### src/rtl/wdt_pkg.sv
// Shared definitions for the watchdog AXI slave: register offsets, response codes,
// channel FSM state types and small decode/merge helpers.
package wdt_pkg;

  localparam logic [11:0] WDEN_OFS    = 12'h100;
  localparam logic [11:0] WDLIVE_OFS  = 12'h200;
  localparam logic [11:0] WTOCNT_OFS  = 12'h300;

  localparam logic [1:0]  RESP_OKAY   = 2'b00;
  localparam logic [1:0]  RESP_DECERR = 2'b11;

  typedef enum logic       {R_IDLE, R_DATA}         r_state_t;
  typedef enum logic [1:0] {W_IDLE, W_DATA, W_RESP} w_state_t;

  function automatic logic is_mapped(input logic [11:0] ofs);
    return (ofs == WDEN_OFS) || (ofs == WDLIVE_OFS) || (ofs == WTOCNT_OFS);
  endfunction

  function automatic logic [31:0] strb_merge(input logic [31:0] old_val,
                                             input logic [31:0] new_val,
                                             input logic [3:0]  strb);
    logic [31:0] r;
    r = old_val;
    for (int unsigned i = 0; i < 4; i++)
      if (strb[i]) r[i*8 +: 8] = new_val[i*8 +: 8];
    return r;
  endfunction

endpackage

### src/rtl/wdt_counter.sv
// Watchdog timeout counter with compare and sticky timeout flag.
// Optional prescaler selected by WDT_PRESCALE_EN.
module wdt_counter
  import wdt_pkg::*;
#(
  parameter int unsigned CNT_BITS = 32,
  parameter int unsigned PRESCALE = 4
) (
  input  logic                clk,
  input  logic                rst,
  input  logic                en,
  input  logic                kick,
  input  logic [CNT_BITS-1:0] wtocnt,
  output logic                wto
);

  logic [CNT_BITS-1:0] cnt;
  logic                tick;
  logic                over;

`ifdef WDT_PRESCALE_EN
  localparam int unsigned PW = (PRESCALE > 1) ? $clog2(PRESCALE) : 1;
  localparam logic [PW-1:0] PRE_MAX = PW'(PRESCALE - 1);

  logic [PW-1:0] pre;

  always_ff @(posedge clk or negedge rst) begin
    if (!rst)                              pre <= '0;
    else if (!en || kick || pre == PRE_MAX) pre <= '0;
    else                                   pre <= pre + PW'(1);
  end

  assign tick = en && (pre == PRE_MAX);
`else
  localparam int unsigned prescale_unused = PRESCALE;

  assign tick = en;
`endif

  assign over = (cnt > wtocnt);

  // Counter freezes once past the compare value (or at all-ones) so it cannot wrap.
  always_ff @(posedge clk or negedge rst) begin
    if (!rst)                                  cnt <= '0;
    else if (!en || kick)                      cnt <= '0;
    else if (tick && !over && (cnt != '1))     cnt <= cnt + CNT_BITS'(1);
  end

  always_ff @(posedge clk or negedge rst) begin
    if (!rst)             wto <= 1'b0;
    else if (!en || kick) wto <= 1'b0;
    else if (over)        wto <= 1'b1;
  end

endmodule

### src/rtl/wdt_axi_slave.sv
// AXI4 slave exposing the watchdog registers WDEN/WDLIVE/WTOCNT and the timeout interrupt.
// Build option: WDT_PRESCALE_EN (prescaled counter ticks, see wdt_counter).
module wdt_axi_slave
  import wdt_pkg::*;
#(
  parameter int unsigned IDS_BITS = 8,
  parameter int unsigned CNT_BITS = 32,
  parameter int unsigned PRESCALE = 4
) (
  input  logic                clk,
  input  logic                rst,
  input  logic [IDS_BITS-1:0] ARID_S,
  input  logic [31:0]         ARADDR_S,
  input  logic [3:0]          ARLEN_S,
  input  logic [2:0]          ARSIZE_S,
  input  logic [1:0]          ARBURST_S,
  input  logic                ARVALID_S,
  output logic                ARREADY_S,
  output logic [IDS_BITS-1:0] RID_S,
  output logic [31:0]         RDATA_S,
  output logic [1:0]          RRESP_S,
  output logic                RLAST_S,
  output logic                RVALID_S,
  input  logic                RREADY_S,
  input  logic [IDS_BITS-1:0] AWID_S,
  input  logic [31:0]         AWADDR_S,
  input  logic [3:0]          AWLEN_S,
  input  logic [2:0]          AWSIZE_S,
  input  logic [1:0]          AWBURST_S,
  input  logic                AWVALID_S,
  output logic                AWREADY_S,
  input  logic [31:0]         WDATA_S,
  input  logic [3:0]          WSTRB_S,
  input  logic                WLAST_S,
  input  logic                WVALID_S,
  output logic                WREADY_S,
  output logic [IDS_BITS-1:0] BID_S,
  output logic [1:0]          BRESP_S,
  output logic                BVALID_S,
  input  logic                BREADY_S,
  output logic                WTO_interrupt
);

  // Holds both address channels not-ready while in reset and for the first edge after it.
  logic ready_q;

  always_ff @(posedge clk or negedge rst) begin
    if (!rst) ready_q <= 1'b0;
    else      ready_q <= 1'b1;
  end

  logic                wden;
  logic [CNT_BITS-1:0] wtocnt;
  logic                kick;

  r_state_t            r_state, r_next;
  logic [IDS_BITS-1:0] ar_id;
  logic [11:0]         ar_addr;
  logic [3:0]          ar_len;
  logic [3:0]          beat;
  logic [31:0]         rdata;
  logic [1:0]          rresp;
  logic [11:0]         rd_sel;
  logic [31:0]         rd_value;
  logic                ar_hs, r_hs, r_last;

  w_state_t            w_state, w_next;
  logic [IDS_BITS-1:0] aw_id;
  logic [11:0]         aw_addr;
  logic [1:0]          bresp;
  logic                aw_hs, w_hs;

  logic unused_bits;
  assign unused_bits = ^{ARADDR_S[31:12], ARSIZE_S, ARBURST_S,
                         AWADDR_S[31:12], AWLEN_S, AWSIZE_S, AWBURST_S};

  // Read mux: the AR address in the handshake cycle, the latched one afterwards.
  always_comb begin
    rd_sel   = (r_state == R_IDLE) ? ARADDR_S[11:0] : ar_addr;
    rd_value = '0;
    case (rd_sel)
      WDEN_OFS:   rd_value = {31'b0, wden};
      WTOCNT_OFS: rd_value = 32'(wtocnt);
      default:    rd_value = '0;
    endcase
  end

  always_ff @(posedge clk or negedge rst) begin
    if (!rst) r_state <= R_IDLE;
    else      r_state <= r_next;
  end

  always_comb begin
    r_next = r_state;
    case (r_state)
      R_IDLE:  if (ARVALID_S && ready_q) r_next = R_DATA;
      R_DATA:  if (RREADY_S && r_last)   r_next = R_IDLE;
      default: r_next = R_IDLE;
    endcase
  end

  always_comb begin
    ARREADY_S = (r_state == R_IDLE) && ready_q;
    RVALID_S  = (r_state == R_DATA);
    r_last    = (r_state == R_DATA) && (beat == ar_len);
    RLAST_S   = r_last;
    ar_hs     = ARVALID_S && ARREADY_S;
    r_hs      = RVALID_S && RREADY_S;
  end

  always_ff @(posedge clk or negedge rst) begin
    if (!rst) begin
      ar_id   <= '0;
      ar_addr <= '0;
      ar_len  <= '0;
      beat    <= '0;
      rdata   <= '0;
      rresp   <= RESP_OKAY;
    end else if (ar_hs) begin
      ar_id   <= ARID_S;
      ar_addr <= ARADDR_S[11:0];
      ar_len  <= ARLEN_S;
      beat    <= '0;
      rdata   <= rd_value;
      rresp   <= is_mapped(ARADDR_S[11:0]) ? RESP_OKAY : RESP_DECERR;
    end else if (r_hs && !r_last) begin
      beat    <= beat + 4'd1;
      rdata   <= rd_value;
    end
  end

  assign RID_S   = ar_id;
  assign RDATA_S = rdata;
  assign RRESP_S = rresp;

  always_ff @(posedge clk or negedge rst) begin
    if (!rst) w_state <= W_IDLE;
    else      w_state <= w_next;
  end

  always_comb begin
    w_next = w_state;
    case (w_state)
      W_IDLE:  if (AWVALID_S && ready_q) w_next = W_DATA;
      W_DATA:  if (WVALID_S && WLAST_S)  w_next = W_RESP;
      W_RESP:  if (BREADY_S)             w_next = W_IDLE;
      default: w_next = W_IDLE;
    endcase
  end

  always_comb begin
    AWREADY_S = (w_state == W_IDLE) && ready_q;
    WREADY_S  = (w_state == W_DATA);
    BVALID_S  = (w_state == W_RESP);
    aw_hs     = AWVALID_S && AWREADY_S;
    w_hs      = WVALID_S && WREADY_S;
  end

  always_ff @(posedge clk or negedge rst) begin
    if (!rst) begin
      aw_id   <= '0;
      aw_addr <= '0;
      bresp   <= RESP_OKAY;
    end else if (aw_hs) begin
      aw_id   <= AWID_S;
      aw_addr <= AWADDR_S[11:0];
      bresp   <= is_mapped(AWADDR_S[11:0]) ? RESP_OKAY : RESP_DECERR;
    end
  end

  assign BID_S   = aw_id;
  assign BRESP_S = bresp;

  always_ff @(posedge clk or negedge rst) begin
    if (!rst) begin
      wden   <= 1'b0;
      wtocnt <= '0;
    end else if (w_hs) begin
      case (aw_addr)
        WDEN_OFS:   if (WSTRB_S[0]) wden <= WDATA_S[0];
        WTOCNT_OFS: wtocnt <= CNT_BITS'(strb_merge(32'(wtocnt), WDATA_S, WSTRB_S));
        default:    ;
      endcase
    end
  end

  assign kick = w_hs && (aw_addr == WDLIVE_OFS) && WSTRB_S[0] && WDATA_S[0];

  wdt_counter #(
    .CNT_BITS (CNT_BITS),
    .PRESCALE (PRESCALE)
  ) u_counter (
    .clk    (clk),
    .rst    (rst),
    .en     (wden),
    .kick   (kick),
    .wtocnt (wtocnt),
    .wto    (WTO_interrupt)
  );

endmodule

### config.mk
export PLATFORM = sky130hd
export DESIGN_NAME = wdt_axi_slave
export DESIGN_NICKNAME = d
export VERILOG_FILES = /design/src/rtl/wdt_pkg.sv /design/src/rtl/wdt_counter.sv /design/src/rtl/wdt_axi_slave.sv
export SDC_FILE = /design/constraint.sdc
export NUM_CORES = 1
export LEC_CHECK = 0
export CAP_MARGIN = 20
export CORE_MARGIN = 2
export CORE_UTILIZATION = 40
export DETAILED_ROUTE_END_ITERATION = 8
export PLACE_DENSITY = 0.68
export SLEW_MARGIN = 0
export SYNTH_ARGS = -nofsm -noshare
export SYNTH_HDL_FRONTEND = slang
export SYNTH_SLANG_ARGS = --single-unit
### constraint.sdc
create_clock -name clk -period 3.7 [get_ports clk]
set_input_delay 0.74 -clock clk [delete_from_list [all_inputs] [get_ports clk]]
set_output_delay 0.74 -clock clk [all_outputs]
set_load 0.02 [all_outputs]
==> results.tsv, run 1 <==
stage	metric	value	unit
placed_design	numPortBuffers	146	
global_route	grt_max_degree	59	
yosys	ys_ff_latch	152	
floorplanning	die_area	0.0194	mm^2
yosys	yosysSeqAreaShare	51.9	%
clocking	cts_tree	yes	
timing	period_minus_slack	3.39	ns
setup_path	r2r_slack	0.31	ns
timing	grt_setup_unrepaired	no	
worst_hold_path	hold_path.class	in -> async	
global_route	grt_pass1_wl	29.6	mm
floorplanning	die_w	139	um
timing	period_share	91.6	%
yosys	synthMostInstantiatedCell	dfrtp_1	
setup_path	crit_chain	ha_1 -> nand4_1 -> nor4_2 -> nand2_1 -> a22o_1 -> or2_1 -> buf_4 -> or4_1 -> nand2_1	
yosys	synth_area_leaders	dfrtp_1 52%, nand2_1 7.2%, ha_1 5.8%	
clocking	h-tree-depth	4	
final_layout	final_area	0.00969	mm^2
global_route	first_global_vias	5847	
timing	max_freq	295	MHz
setup_path	cp_max_fo	30	
yosys	syn_nets	920	
route	vias	5960	
clocking	numCtsBuffers	17	
yosys	ys_warn_count	0	
timing	finalSetupTns	0	ns
route	vias_per_cell	5.30	
global_route	gr-total-overflow	0	
yosys	ys.flop_type	dfrtp_1	
route	drtIter0Drc	468	
floorplanning	initial_utilization	40.8	%
route	routed_wl	17.8	mm
floorplanning	core_area	0.0180	mm^2
setup_path	required	4.06	ns
setup_path	worst_setup_path_end_kind	flip-flop	
power_and_ir_drop	power_density	527	mW/mm^2
clocking	clkTransAtPathRegs	0.06	ns
final_layout	area_growth	32.3	%
timing	relSlewSlack	42.4	%
yosys	synth_cell_types	47	
yosys	synth_top_area_share	51.9	%
setup_path	critPathSlowestCell	or2_1	
setup_path	rr_worst_depth	9	
placed_design	dp_hpwl	12.8	mm
timing	skew	0.0134	ns
yosys	netlist_top_cells_count	152 x dfrtp_1, 140 x nand2_1, 51 x o21ai_0, 37 x inv_1, 36 x clkbuf_1	
setup_path	reg2reg_from	u_counter.cnt[11]	
setup_path	arrival	3.75	ns
floorplanning	ioPinCount	201	
route	wl_per_cell	15.9	um
yosys	yosysTopAreaCell	dfrtp_1	
yosys	synth_cells	744	
timing	finalHoldViolCount	0	
setup_path	cp-startpoint	u_counter.cnt[11]	
timing	whs	0.276	ns
power_and_ir_drop	total_power	0.00511	W
clocking	cts.sinks	152	
global_route	antenna_found_initial	0	
clocking	post_cts_buffers	0	
global_route	grt_usage	18.8	%
clocking	holdBufCountCts	0	
floorplanning	die_y	139	um
route	route.detailed.drc	0	
final_layout	stdcell_count	1124	
power_and_ir_drop	peakVddDrop	0.000425	V
placed_design	gp_congestion	0.846	
yosys	avgSynthCellArea	9.84	um^2
placed_design	dpl.cell_count	1091	
floorplanning	placementRows	49	
placed_design	place_area	0.00902	mm^2
power_and_ir_drop	p_leak	4.40	nW
job	drv_cap	0	
yosys	synth_area	0.00732	mm^2
route	drtPass1Iterations	5	
timing	worst_slew_pin_slew	0.864	ns
timing	maxSlewViolCount	0	
final_layout	fin_nets	1057	
clocking	cts_root_buf	clkbuf_16	
final_layout	nFillCells	1612	
setup_path	crit_path_max_incr_delay	0.53	ns
status	status	completed	
timing	setup_viol	0	
yosys	ys_async_sr_fraction	100	%
route	final_antenna_net_count	0	
clocking	clockBufferDepth	2	
clocking	clk_latency	0.43	ns
yosys	synth_edf_count	0	
setup_path	crit_top_cell	nand2_1	
setup_path	r2r-end	u_counter.cnt[6]	
final_layout	drive_gt1_share	8.28	%
setup_path	cp-start-kind	flip-flop	
clocking	cts_resized	0	
setup_path	endpoint	u_counter.cnt[6]	
setup_path	path_class	reg -> reg	
## power breakdown
| part | total, W | switching (W) | internal (W) | leakage [nW] |
|---|---|---|---|---|
| Combinational | 0.00105 | 0.000533 | 0.000520 | 2.22 |
| Clock | 0.00195 | 0.000682 | 0.00127 | 0.323 |
| Sequential | 0.00211 | 0.000166 | 0.00194 | 1.86 |
| Total | 0.00511 | 0.00138 | 0.00373 | 4.40 |
## kinds of logic after synthesis
| family | count (synthesis) | share of synthesized area [%] |
|---|---|---|
| DFF | 152 | 51.9 |
| muxes | 26 | 3.93 |
| buffers and inverters | 79 | 4.39 |
| adders and majority gates | 34 | 5.81 |
| other | 1 | 0.0512 |
| AOI/OAI and AO/OA | 146 | 12.8 |
| and+or+nand+nor | 301 | 20.4 |
| xor gates and xnor gates | 5 | 0.598 |
## layout by cell type, fill, tap and decap left out, drive strengths merged, types with 5 or more instances in the layout
cell and n:
a21oi 33, a22o 33, and2 7, and3 9, buf 15, bufinv 5
clkbuf 22, clkdlybuf4s50 145, dfrtp 152, ha 34, inv 38, mux2 22
nand2 140, nand3 23, nand4 24, nor2 24, nor2b 6, nor3 5
nor4 12, o211ai 10, o21ai 52, or3 21, or4 17
## worst max-delay path: cells and delay by family (launching register included)
kind / cells / cell delay [ns]
buffers and inverters: 1 / 0.34
flip-flops: 1 / 0.47
AO/OA/AOI/OAI: 1 / 0.28
adder cells (fa/ha/maj): 1 / 0.36
AND/OR/NAND/NOR: 6 / 1.86
## registers in the layout, summed over array words and instances (netlist names), 2 cells and up
signal	flops
BID_S	8
RDATA_S	32
RID_S	8
ar_addr	12
ar_len	4
aw_addr	12
beat	4
u_counter.cnt	32
w_state	2
wtocnt	32
## worst min path at each step
stage	depth (start not counted)	end
floorplan	0	BID_S[0]
global placement	2	RID_S[0]
detailed placement	2	RID_S[5]
CTS	1	RDATA_S[14]
global route	1	RDATA_S[14]
finish	1	RDATA_S[14]
## layout make-up
cell class	instances	area [um^2]	area share, %
Multi-Input combinational cell	513	3220	33.2
Clock inverter	10	188	1.94
Sequential cell	152	3800	39.2
Timing Repair Buffer	160	1570	16.2
Inverter	37	139	1.43
Tap cell	229	287	2.96
Antenna cell	1	2.50	0.0258
Clock buffer	22	484	5.00
## metal layers
metal,wire [um],vias up,part of all wire (%),track usage (%)
met5,0,-,0,0
met4,176,0,0.99,5.21
met3,942,16,5.3,5.13
met2,8390,156,47,29.4
met1,8310,2867,47,26.0
li1,-,2921,-,-
## metrics by stage
stage,worst slack [ns],utilization [%]
2_1_floorplan,0.947,-
3_3_place_gp,0.418,50.2
3_5_place_dp,0.392,50.2
4_1_cts,0.354,53.9
5_1_grt,0.0666,53.9
6_report,0.310,54.0
Power figures use the tool's default switching activity.
==> inputs of run 2 (changes only) <==
DONT_BUFFER_PORTS = 1   (was default)
PLACE_DENSITY = default   (was 0.68)
==> run 2 against run 1 <==
Against the previous run:
- utilization down 8.8 points
- final cell count down 13%
- worst setup slack better by 0.26 ns
- die area unchanged
- non-clock buffer count down 145
- clock power down 18%
- sequential power up 7%
- via count down 8.1%
- worst hold slack worse by 0.25 ns
- total power down 13%
- first-iteration DRC count down 32%
- clock-buffer cell count down 3
- critical path type unchanged
==> results.tsv, run 2 (synthesis results as in run 1) <==
stage	metric	value	unit	change
timing	worst_slew_pin_slew	0.969	ns	+0.105 ns
timing	finalHoldViolCount	0		unchanged
final_layout	stdcell_count	973		-13%
global_route	grt_pass1_wl	29.2	mm	-1.5%
setup_path	cp-start-kind	flip-flop		
global_route	grt_max_degree	136		+130%
timing	relSlewSlack	35.4	%	-7.0 points
clocking	post_cts_buffers	0		unchanged
setup_path	crit_buf_inv	2		+1
route	routed_wl	17.7	mm	-0.63%
clocking	cts_tree	yes		
timing	max_freq	320	MHz	+8.4%
clocking	clk_latency	0.42	ns	about the same
setup_path	path_class	reg -> reg		
route	final_antenna_net_count	0		unchanged
route	vias	5476		-8.1%
placed_design	numPortBuffers	0		-100%
setup_path	worst_setup_path_end_kind	flip-flop		
setup_path	required	4.04	ns	-0.02 ns
route	route.detailed.drc	0		unchanged
placed_design	gp_congestion	0.895		+5.9%
route	vias_per_cell	5.63		+6.1%
setup_path	r2r-end	u_counter.cnt[27]		
route	drtPass1Iterations	5		unchanged
timing	maxSlewViolCount	0		unchanged
clocking	cts_root_buf	clkbuf_16		
final_layout	area_growth	10.7	%	
route	wl_per_cell	18.2	um	+15%
worst_hold_path	hold_path.class	in -> async		
floorplanning	die_area	0.0194	mm^2	unchanged
floorplanning	core_area	0.0180	mm^2	unchanged
power_and_ir_drop	p_leak	3.78	nW	-14%
setup_path	crit_chain	ha_1 -> nand4_1 -> nor4_2 -> nand2_1 -> a22o_1 -> or2_1 -> buf_4 -> buf_4 -> or3_1 -> a21oi_1		
timing	setup_viol	0		unchanged
route	drtIter0Drc	317		-32%
timing	skew	0.00855	ns	-0.00484 ns
setup_path	crit_family	simple AND/OR/NAND/NOR gates		
floorplanning	die_y	139	um	unchanged
clocking	cts.sinks	152		unchanged
global_route	first_global_vias	5672		-3.0%
clocking	clockBufferDepth	2		unchanged
floorplanning	placementRows	49		unchanged
power_and_ir_drop	power_density	548	mW/mm^2	+3.9%
setup_path	rr_worst_depth	10		+1
global_route	gr-total-overflow	0		unchanged
timing	finalSetupTns	0	ns	unchanged
setup_path	cp_max_fo	21		-30%
floorplanning	die_w	139	um	unchanged
setup_path	crit_path_max_incr_delay	0.48	ns	-0.05 ns
floorplanning	ioPinCount	201		unchanged
status	status	completed		
clocking	numCtsBuffers	17		unchanged
timing	period_minus_slack	3.13	ns	-0.264 ns
final_layout	drive_gt1_share	9.14	%	+0.86 points
setup_path	r2r_slack	0.57	ns	+0.26 ns
clocking	h-tree-depth	4		unchanged
clocking	holdBufCountCts	1		+1
final_layout	antennaDiodeCount	0		-1
placed_design	dpl.cell_count	943		-14%
floorplanning	initial_utilization	40.8	%	unchanged
final_layout	layout_common_cells	152 x dfrtp_1, 140 x nand2_1, 51 x o21ai_0		
final_layout	mostFrequentLayoutCell	dfrtp_1		
placed_design	dp_hpwl	12.7	mm	-0.38%
job	drv_cap	0		unchanged
setup_path	reg2reg_from	u_counter.cnt[15]		
power_and_ir_drop	peakVddDrop	0.000441	V	+3.8%
global_route	antenna_found_initial	0		unchanged
final_layout	fin_nets	912		-14%
clocking	clkTransAtPathRegs	0.06	ns	about the same
global_route	grt_usage	18.7	%	-0.12 points
setup_path	critPathSlowestCell	dfrtp_1		
clocking	cts_resized	0		unchanged
setup_path	arrival	3.47	ns	-0.28 ns
timing	period_share	84.5	%	-7.1 points
timing	grt_setup_unrepaired	no		
setup_path	crit_top_cell	buf_4		
-- run 2: where the power goes --
part	switching, W	internal (W)	total [W]
Combinational	0.000331	0.000263	0.000594
Sequential	0.000316	0.00194	0.00226
Clock	0.000658	0.000938	0.00160
-- run 2: how the worst max path moves through the flow --
stage	from	to	slack, ns	cells after the start
6_report	u_counter.cnt[15]	u_counter.cnt[27]	0.57	10
3_5_place_dp	u_counter.cnt[15]	u_counter.cnt[27]	0.62	10
2_1_floorplan	u_counter.cnt[7]	u_counter.cnt[30]	0.95	10
4_1_cts	u_counter.cnt[15]	u_counter.cnt[27]	0.60	10
3_3_place_gp	u_counter.cnt[15]	u_counter.cnt[27]	0.70	10
5_1_grt	wtocnt[30]	u_counter.cnt[14]	0.38	10
-- run 2: final cells by class --
type,count,area [um^2]
Clock buffer,19,453
Clock inverter,8,78.8
Fill cell,1684,9850
Inverter,37,139
Multi-Input combinational cell,513,3220
Sequential cell,152,3800
Tap cell,229,287
Timing Repair Buffer,15,130
-- run 2: metal layers --
metal  global-route usage [%]  vias to the layer above  share of wire (%)
met3                     6.57                       23                7.5
li1                         -                     2627                  -
met4                     5.05                        0                1.5
met2                     29.7                      162                 47
met5                        0                        -                  0
met1                     24.5                     2664                 44
-- run 2: per-stage QoR --
stage	utilization, %	cell area, um^2	hold WS, ns	setup WS [ns]	power [W]
finish	45.2	8110	0.0250	0.574	0.00445
global route	45.2	8110	0.00106	0.377	0.00467
CTS	45.0	8080	0.00297	0.603	0.00448
detailed placement	42.0	7540	0.449	0.619	0.00287
global placement	42.0	7540	0.451	0.704	0.00282
floorplan	-	7320	0.438	0.947	0.00270
